--- config.mk ---
export PLATFORM = sky130hd
export DESIGN_NAME = alu_req_arbiter
export DESIGN_NICKNAME = d
export VERILOG_FILES = /design/src/rtl/alu_req_arbiter.sv
export SDC_FILE = /design/constraint.sdc
export NUM_CORES = 1
export LEC_CHECK = 0
export BUFFER_PORTS_ARGS = -buffer_cell sky130_fd_sc_hd__buf_4
export CAP_MARGIN = 0
export CORE_UTILIZATION = 34
export CTS_CLUSTER_SIZE = 8
export DETAILED_ROUTE_END_ITERATION = 12
export SYNTH_ARGS = -nofsm -noshare
export SYNTH_HDL_FRONTEND = slang
export SYNTH_SLANG_ARGS = --single-unit
--- constraint.sdc ---
create_clock -name clk -period 5 [get_ports clk]
set_clock_uncertainty 0.2 [all_clocks]
set_input_delay 1 -clock clk [delete_from_list [all_inputs] [get_ports clk]]
set_output_delay 1 -clock clk [all_outputs]
set_load 0.02 [all_outputs]
--- src/rtl/alu_req_arbiter.sv ---
// Round-robin front end that shares one ALU among NUM_REQ requesters, one
// operation in flight, with an optional watchdog on the ALU done pulse.
module alu_req_arbiter #(
  parameter int NUM_REQ         = 4,
  parameter int ALU_IN_OP_WIDTH = 8,
  parameter int TIMEOUT_CYCLES  = 64
) (
  input  logic                               clk,
  input  logic                               rst_n,
  input  logic [NUM_REQ-1:0]                 req_valid,
  output logic [NUM_REQ-1:0]                 req_ready,
  input  logic [3*NUM_REQ-1:0]               req_op,
  input  logic [ALU_IN_OP_WIDTH*NUM_REQ-1:0] req_a,
  input  logic [ALU_IN_OP_WIDTH*NUM_REQ-1:0] req_b,
  output logic [NUM_REQ-1:0]                 rsp_valid,
  output logic [2*ALU_IN_OP_WIDTH-1:0]       rsp_result,
  output logic                               rsp_err,
  output logic                               alu_valid,
  input  logic                               alu_ready,
  output logic [2:0]                         alu_op,
  output logic [ALU_IN_OP_WIDTH-1:0]         alu_a,
  output logic [ALU_IN_OP_WIDTH-1:0]         alu_b,
  input  logic                               alu_done,
  input  logic [2*ALU_IN_OP_WIDTH-1:0]       alu_result,
  output logic                               busy
);
  localparam int W   = ALU_IN_OP_WIDTH;
  localparam int IDW = (NUM_REQ > 1) ? $clog2(NUM_REQ) : 1;
  localparam int CW  = (TIMEOUT_CYCLES > 1) ? $clog2(TIMEOUT_CYCLES + 1) : 1;
  localparam logic [CW-1:0]      TO_LAST = CW'((TIMEOUT_CYCLES > 0) ? TIMEOUT_CYCLES - 1 : 0);
  localparam logic [NUM_REQ-1:0] ONE     = NUM_REQ'(1);
  localparam logic [IDW-1:0]     LAST_ID = IDW'(NUM_REQ - 1);

  typedef enum logic [1:0] {IDLE, ISSUE, WAIT, RESP} state_e;

  state_e             state_q;
  logic [IDW-1:0]     rr_ptr_q, id_q;
  logic [2:0]         op_q;
  logic [W-1:0]       a_q, b_q;
  logic [CW-1:0]      cnt_q;
  logic [2*W-1:0]     res_q;
  logic               err_q, alu_valid_q;
  logic [NUM_REQ-1:0] rsp_valid_q;

  logic               found;
  logic [IDW-1:0]     win;
  logic [2:0]         win_op;

  function automatic logic [IDW-1:0] rr_idx(input logic [IDW-1:0] base, input int k);
    int s;
    s = int'(base) + k;
    if (s >= NUM_REQ) s = s - NUM_REQ;
    return IDW'(s);
  endfunction

  // First valid requester at or after rr_ptr, wrapping.
  always_comb begin
    found = 1'b0;
    win   = '0;
    for (int k = 0; k < NUM_REQ; k++) begin
      if (!found && req_valid[rr_idx(rr_ptr_q, k)]) begin
        found = 1'b1;
        win   = rr_idx(rr_ptr_q, k);
      end
    end
  end

  assign win_op    = req_op[3*win +: 3];
  assign req_ready = (state_q == IDLE && found) ? (ONE << win) : '0;

  always_ff @(posedge clk or negedge rst_n) begin
    if (!rst_n) begin
      state_q     <= IDLE;
      rr_ptr_q    <= '0;
      id_q        <= '0;
      op_q        <= '0;
      a_q         <= '0;
      b_q         <= '0;
      cnt_q       <= '0;
      res_q       <= '0;
      err_q       <= 1'b0;
      alu_valid_q <= 1'b0;
      rsp_valid_q <= '0;
    end else begin
      rsp_valid_q <= '0;
      case (state_q)
        IDLE: if (found) begin
          id_q     <= win;
          op_q     <= win_op;
          a_q      <= req_a[W*win +: W];
          b_q      <= req_b[W*win +: W];
          rr_ptr_q <= (win == LAST_ID) ? '0 : win + IDW'(1);
          if (win_op != 3'd0 && win_op <= 3'd4) begin
            state_q     <= ISSUE;
            alu_valid_q <= 1'b1;
          end else begin
            // no_op completes cleanly; reserved codes complete with an error
            state_q     <= RESP;
            res_q       <= '0;
            err_q       <= (win_op != 3'd0);
            rsp_valid_q <= ONE << win;
          end
        end
        ISSUE: if (alu_ready) begin
          alu_valid_q <= 1'b0;
          cnt_q       <= '0;
          state_q     <= WAIT;
        end
        WAIT: begin
          // done is checked first so it beats a timeout on the same edge
          if (alu_done) begin
            res_q       <= alu_result;
            err_q       <= 1'b0;
            rsp_valid_q <= ONE << id_q;
            state_q     <= RESP;
          end else if (TIMEOUT_CYCLES != 0 && cnt_q == TO_LAST) begin
            res_q       <= '0;
            err_q       <= 1'b1;
            rsp_valid_q <= ONE << id_q;
            state_q     <= RESP;
          end else begin
            cnt_q <= cnt_q + CW'(1);
          end
        end
        RESP:    state_q <= IDLE;
        default: state_q <= IDLE;
      endcase
    end
  end

  assign rsp_valid  = rsp_valid_q;
  assign rsp_result = res_q;
  assign rsp_err    = err_q;
  assign alu_valid  = alu_valid_q;
  assign alu_op     = op_q;
  assign alu_a      = a_q;
  assign alu_b      = b_q;
  assign busy       = (state_q != IDLE);
endmodule

## Word level (Yosys, flattened, before mapping)

Cells that the tools add are included.

- Register bits: 54
- Output and inout port bits: 46
- Bits of input ports: 100
- Logic and storage cells: 117

- Equal/unequal tests: 12
- Order comparisons: 9
- Add/subtract/negate cells: 9
- $mul: 1
- Shifts and indexed selects: 5
- Reduce and logical (&&, ||, !) cells: 19
- Multiplexer cells: 51

Operators by type and width:

| cell | count |
|---|---|
| 16-bit two-way mux | 4 |
| 32-bit by 6-bit variable part select with 8-bit output | 2 |
| 16-bit case mux with 2 select lines | 1 |
| 2-bit two-way mux | 14 |
| 7-bit two-way mux | 3 |
| 4-bit two-way mux | 5 |
| 1-bit two-way mux | 15 |
| 7-bit case mux with 2 select lines | 1 |
| 2-bit by 3-bit less-than comparator with 1-bit output (second input constant) | 4 |
| 4-bit AND reduction | 3 |
| 12-bit by 5-bit variable part select with 3-bit output | 1 |
| 2-bit != test (second input constant) | 5 |
| 3-bit >= comparator (second input constant) | 3 |
| 1-bit binary-select mux with 2-bit select | 4 |
| 2-bit case mux with 4 select lines | 1 |
| 4-bit case mux with 2 select lines | 1 |
| 2-bit nonzero test | 4 |
| 1-bit by 2-bit left shift with 4-bit output (first input constant) | 2 |
| 2-bit by 1-bit subtractor with 2-bit output (second input constant) | 4 |
| 7-bit by 1-bit adder with 7-bit output (second input constant) | 1 |
| 7-bit by 6-bit equality test with 1-bit output (second input constant) | 1 |
| 2-bit by 2-bit adder with 3-bit output (second input constant) | 2 |
| 2-bit equality test (second input constant) | 3 |
| 1-bit logical AND | 5 |
| 14 further kinds | 17 |

## Longest topological paths before layout

- Depth after elaboration: 21
- Mapped depth: 12
- Depth with buffers taken out: 10

## Worst setup path before layout

OpenSTA, ideal clock, no wires.

- Path type: input to output
- Start point: input port req_valid[1]
- End point: output port req_ready[0]
- Required time: 3800 ps
- Slack: 1553 ps
- Cell stages on the path: 7
- Arrival time: 2247 ps
- Cell sequence: or3b_1 -> o221a_4 -> clkinv_2 -> buf_6 -> buf_12 -> ha_1 -> and3_1

- Word-level cells in the longest chain between the ends: 14
- Elaborated cells between the ends (all ways): 25
- Those cells by class: shift: 1; mux: 17; reduce/logical: 7

RTL lines:

| item | line | source |
|---|---|---|
| start: declaration | 10 | `input logic [NUM_REQ-1:0] req_valid,` |
| 1-bit binary-select mux with 2-bit select | 61 | `if (!found && req_valid[rr_idx(rr_ptr_q, k)]) begin` |
| 1-bit two-way mux (not written as such) | 61 |  |
| 1-bit two-way mux | 61 |  |
| 1-bit logical NOT | 61 |  |
| 1-bit logical AND | 61 |  |
| 1-bit two-way mux | 61 |  |
| 1-bit logical NOT | 61 |  |
| 1-bit logical AND | 61 |  |
| 1-bit two-way mux | 61 |  |
| 1-bit logical NOT | 61 |  |
| 1-bit logical AND | 61 |  |
| 2-bit two-way mux or 1-bit two-way mux (tied branches) | 61 |  |
| 1-bit by 2-bit left shift with 4-bit output or 1-bit logical AND (tied branches) | 69 | `assign req_ready = (state_q == IDLE && found) ? (ONE << win) : '0;` |
| 4-bit two-way mux (*) | 69 |  |
| end: declaration | 11 | `output logic [NUM_REQ-1:0] req_ready,` |

Mark *: on every way between the ends. The rest lies on a longest branch, timed or not. The select of a mux whose other input is x is not followed.

## Worst setup path after layout

- Start point: input port req_valid[1]
- End point: register err_q (netlist: rsp_err)

- Word-level cells in the longest chain between the ends: 18
- Elaborated cells between the ends (all ways): 33
- Those cells by class: mul: 1; order compare: 1; eq/ne: 2; shift: 1; mux: 19; reduce/logical: 9

RTL lines:

| item | line | source |
|---|---|---|
| 1-bit binary-select mux with 2-bit select | 61 |  |
| 1-bit two-way mux (not written as such) | 61 |  |
| 1-bit two-way mux | 61 |  |
| 1-bit logical NOT | 61 |  |
| 1-bit logical AND | 61 |  |
| 1-bit two-way mux | 61 |  |
| 1-bit logical NOT | 61 |  |
| 1-bit logical AND | 61 |  |
| [2 not listed] | -- |  |
| 1-bit logical AND | 61 |  |
| 2-bit two-way mux | 61 |  |
| 2-bit by 2-bit multiplier with 4-bit output | 68 | `assign win_op = req_op[3*win +: 3];` |
| 12-bit by 5-bit variable part select with 3-bit output | 68 |  |
| 3-bit <= comparator or 3-bit nonzero test (tied branches) | 93, 100 |  |
| 1-bit logical AND or 1-bit two-way mux (tied branches) | 93 | `if (win_op != 3'd0 && win_op <= 3'd4) begin` |
| 2-bit != test (no line) or 1-bit two-way mux (tied branches) | -- |  |
| 4-bit AND reduction (no line) or 1-bit case mux with 2 select lines (tied branches) | -- |  |
| end signal: assignment | 100 | `err_q <= (win_op != 3'd0);` |
| end: declaration | 42 | `logic err_q, alu_valid_q;` |

Parallel ways exist; a longest one is shown, timed or not. The select of a mux whose other input is x is not followed.
A chain may end at the register's enable or synchronous reset.

==> qor.yml <==
ir_drop_v: 0.000208
reg2reg_slack_ns: 1.42
yosys_warnings: 0
nNetsFinal: 586
setup_viol: 0
ys_async_sr_fraction_pct: 100
nFillCells: 866
area_growth_pct: 39.5
cellLeakagePower_nw: 2.24
grt_max_degree: 55
holdCritStartpoint: "rsp_result[7]$_DFFE_PN0P_"
violations: "DRC"
reg2reg_to: "rsp_err$_DFFE_PN0P_"
syn_area_um2: 3110
synth_cells: 342
cts_setup_buffers: 0
clock-sinks: 54
hold_depth: 2
synth.distinct_cells: 49
synth.area.mux_share_pct: 8.93
num_vias: 2983
initial_utilization_pct: 35.3
grt_pass1_wl_mm: 14.2
num_antenna_cells: 0
cp_common_cell: "buf_4"
cts_tree: "yes"
synth_compound_area_share_pct: 20.5
cts_made_buffers: 5
worst_pin_slew_ns: 1.14
dp_hpwl_mm: 6.41
critPathCaptureType: "flip-flop"
fin_crit_ns: 3.88
core-area_um2: 8810
cap_violations: 0
yosys.area_share.adder_pct: 3.62
synth_seq_cells: 54
synth_edf_count: 0
seq_area_frac_synth_pct: 43.4
regToRegStartpoint: "rr_ptr_q[1]$_DFFE_PN0P_"
drt_iter0_drc: 139
crit_arrival_ns: 3.90
worstSkewPairLatency_ns: 0.31
regArea_um2: 1350
synthSimpleGateAreaFrac_pct: 17.7
whs_ns: 0.302
reg2reg_depth: 9
worstPathMaxFanout: 35
final_cell_mix: "buf_4, nand2_1, dfrtp_1"
antenna_found_initial: 0
hold_end: "rsp_result[7]$_DFFE_PN0P_"
start_kind: "input pin"
slew_violations: 0
hold_class: "flip-flop to flip-flop"
hold_viol_final: 0
finalSetupTns_ns: 0
worstPathRequired_ns: 5.02
final_util_pct: 49.3
gp_congestion: 0.798
clockBufferDepth: 2
slowest_stage: "buf_4"
wl_per_cell_um: 15.0
synth_xor_area_share_pct: 0
layout-drive-gt1-share_pct: 35.8
crit_type: "input pin to flip-flop"
drc_errors: 18
grt_overflow: 0
routed_wl_mm: 8.80
dieWidth_um: 97.7
layout_commonest_cell: "buf_4"
htreeDepth: 2
viasPerCell: 5.09
ant_nets: 0
syn_nets: 451
clk_pin_slew_ns: 0.11
p_per_area_nw_per_um2: 550
grt_pass1_vias: 2961
status: "finished, violations left"
ios: 146
path_cells: "buf_4 -> or3b_1 -> o221a_4 -> clkinv_2 -> buf_4 -> mux2i_1 -> ha_1 -> o21ai_1 -> o311ai_4 -> mux2_2"
multi_input_area_um2: 1600
die_h_um: 97.7
dr.pass1.iters: 8
max_stage_delay_ns: 0.42
avgSynthCellArea_um2: 9.10
timing.fmax_mhz: 258
io_buffers: 145
rows: 34
track_usage_pct: 18.4
holdBufCountCts: 0
synth_top_family_by_area: "compound AO/OA/AOI/OAI gates"
finalPower_w: 0.00239
dieArea_um2: 9540
cts_resized: 0
min_period_over_period_pct: 77.6
ys.flop_type: "dfrtp_1"
cts-root-buf: "clkbuf_8"
rsz0062_at_grt: "false"
maxSlewHeadroom_pct: 23.6
==> state kept, by name, summed over array words and instances, names as in the netlist <==
signal and count:
cnt_q 7, rr_ptr_q 2, state_q 2, id_q 2
alu_a 8, rsp_valid 4, alu_b 8, rsp_result 16
alu_valid 1, alu_op 3, rsp_err 1
==> worst max-delay path by stage <==
stage	start	end	slack [ns]	cells after the start
2_1_floorplan	req_valid[1]	req_ready[0]	1.55	7
3_3_place_gp	req_valid[1]	rsp_err$_DFFE_PN0P_	0.85	10
3_5_place_dp	req_valid[1]	rsp_err$_DFFE_PN0P_	0.76	10
4_1_cts	req_valid[1]	rsp_err$_DFFE_PN0P_	1.08	10
5_1_grt	req_valid[1]	rsp_err$_DFFE_PN0P_	0.94	10
6_report	req_valid[1]	rsp_err$_DFFE_PN0P_	1.12	10
==> power breakdown <==
| group | leakage, nW | switching [W] | internal (W) | total, W |
|---|---|---|---|---|
| sequential | 0.676 | 0.000105 | 0.000610 | 0.000715 |
| clock | 0.0491 | 0.000163 | 0.000104 | 0.000266 |
| combinational | 1.52 | 0.000817 | 0.000587 | 0.00140 |
| total | 2.24 | 0.00108 | 0.00130 | 0.00239 |
==> cells in the mapped netlist, types with 2 or more instances <==
| cell type | instances | area [µm²] |
|---|---|---|
| a21boi_1 | 2 | 15.0 |
| a21oi_1 | 26 | 130 |
| a22o_1 | 5 | 43.8 |
| a32o_1 | 2 | 20.0 |
| a41o_1 | 18 | 180 |
| and3_1 | 4 | 25.0 |
| buf_2 | 9 | 45.0 |
| buf_4 | 4 | 30.0 |
| buf_6 | 2 | 22.5 |
| clkbuf_1 | 4 | 15.0 |
| dfrtp_1 | 54 | 1350 |
| ha_1 | 9 | 113 |
| inv_1 | 10 | 37.5 |
| mux2_2 | 2 | 22.5 |
| mux2i_1 | 24 | 240 |
| nand2_1 | 80 | 300 |
| nor2_1 | 29 | 109 |
| o21ai_0 | 6 | 30.0 |
| o21ai_1 | 20 | 100 |
| o31ai_1 | 3 | 22.5 |
==> worst max-delay path, delay by kind of cell <==
kind / cells / cell delay, ns
buffers and inverters: 3 / 0.71
AND/OR/NAND/NOR: 1 / 0.38
adder cells (fa/ha/maj): 1 / 0.28
AO/OA/AOI/OAI: 3 / 0.83
multiplexers: 2 / 0.66
==> per-stage QoR <==
stage	cells	instance area (µm²)	setup slack (ns)
floorplan	342	3110	1.55
global placement	578	4250	0.851
detailed placement	578	4250	0.757
CTS	586	4340	1.08
global route	586	4340	0.938
finish	586	4340	1.12
==> routing by layer <==
layer	up-vias	wire length, µm	GRT usage, %
met3	6	447	3.02
met5	-	0	0
met1	1435	3810	24.1
met4	0	80	4.20
li1	1473	-	-
met2	69	4460	31.9
==> kinds of logic after synthesis <==
kind of cell               count (synthesis)
muxes                                     27
AOI/OAI and AO/OA                         92
buffers and inverters                     33
and+or+nand+nor                          127
adders and majority gates                  9
DFF                                       54
==> cell type report <==
cell class,count,share of cell area (%)
clock inverter,3,0.605
multi-input combinational,255,36.8
inverter,13,1.15
sequential,54,31.1
tap,108,3.11
timing repair buffer,148,25.6
clock buffer,5,1.59
No activity file was read; power rests on OpenSTA's default activity.
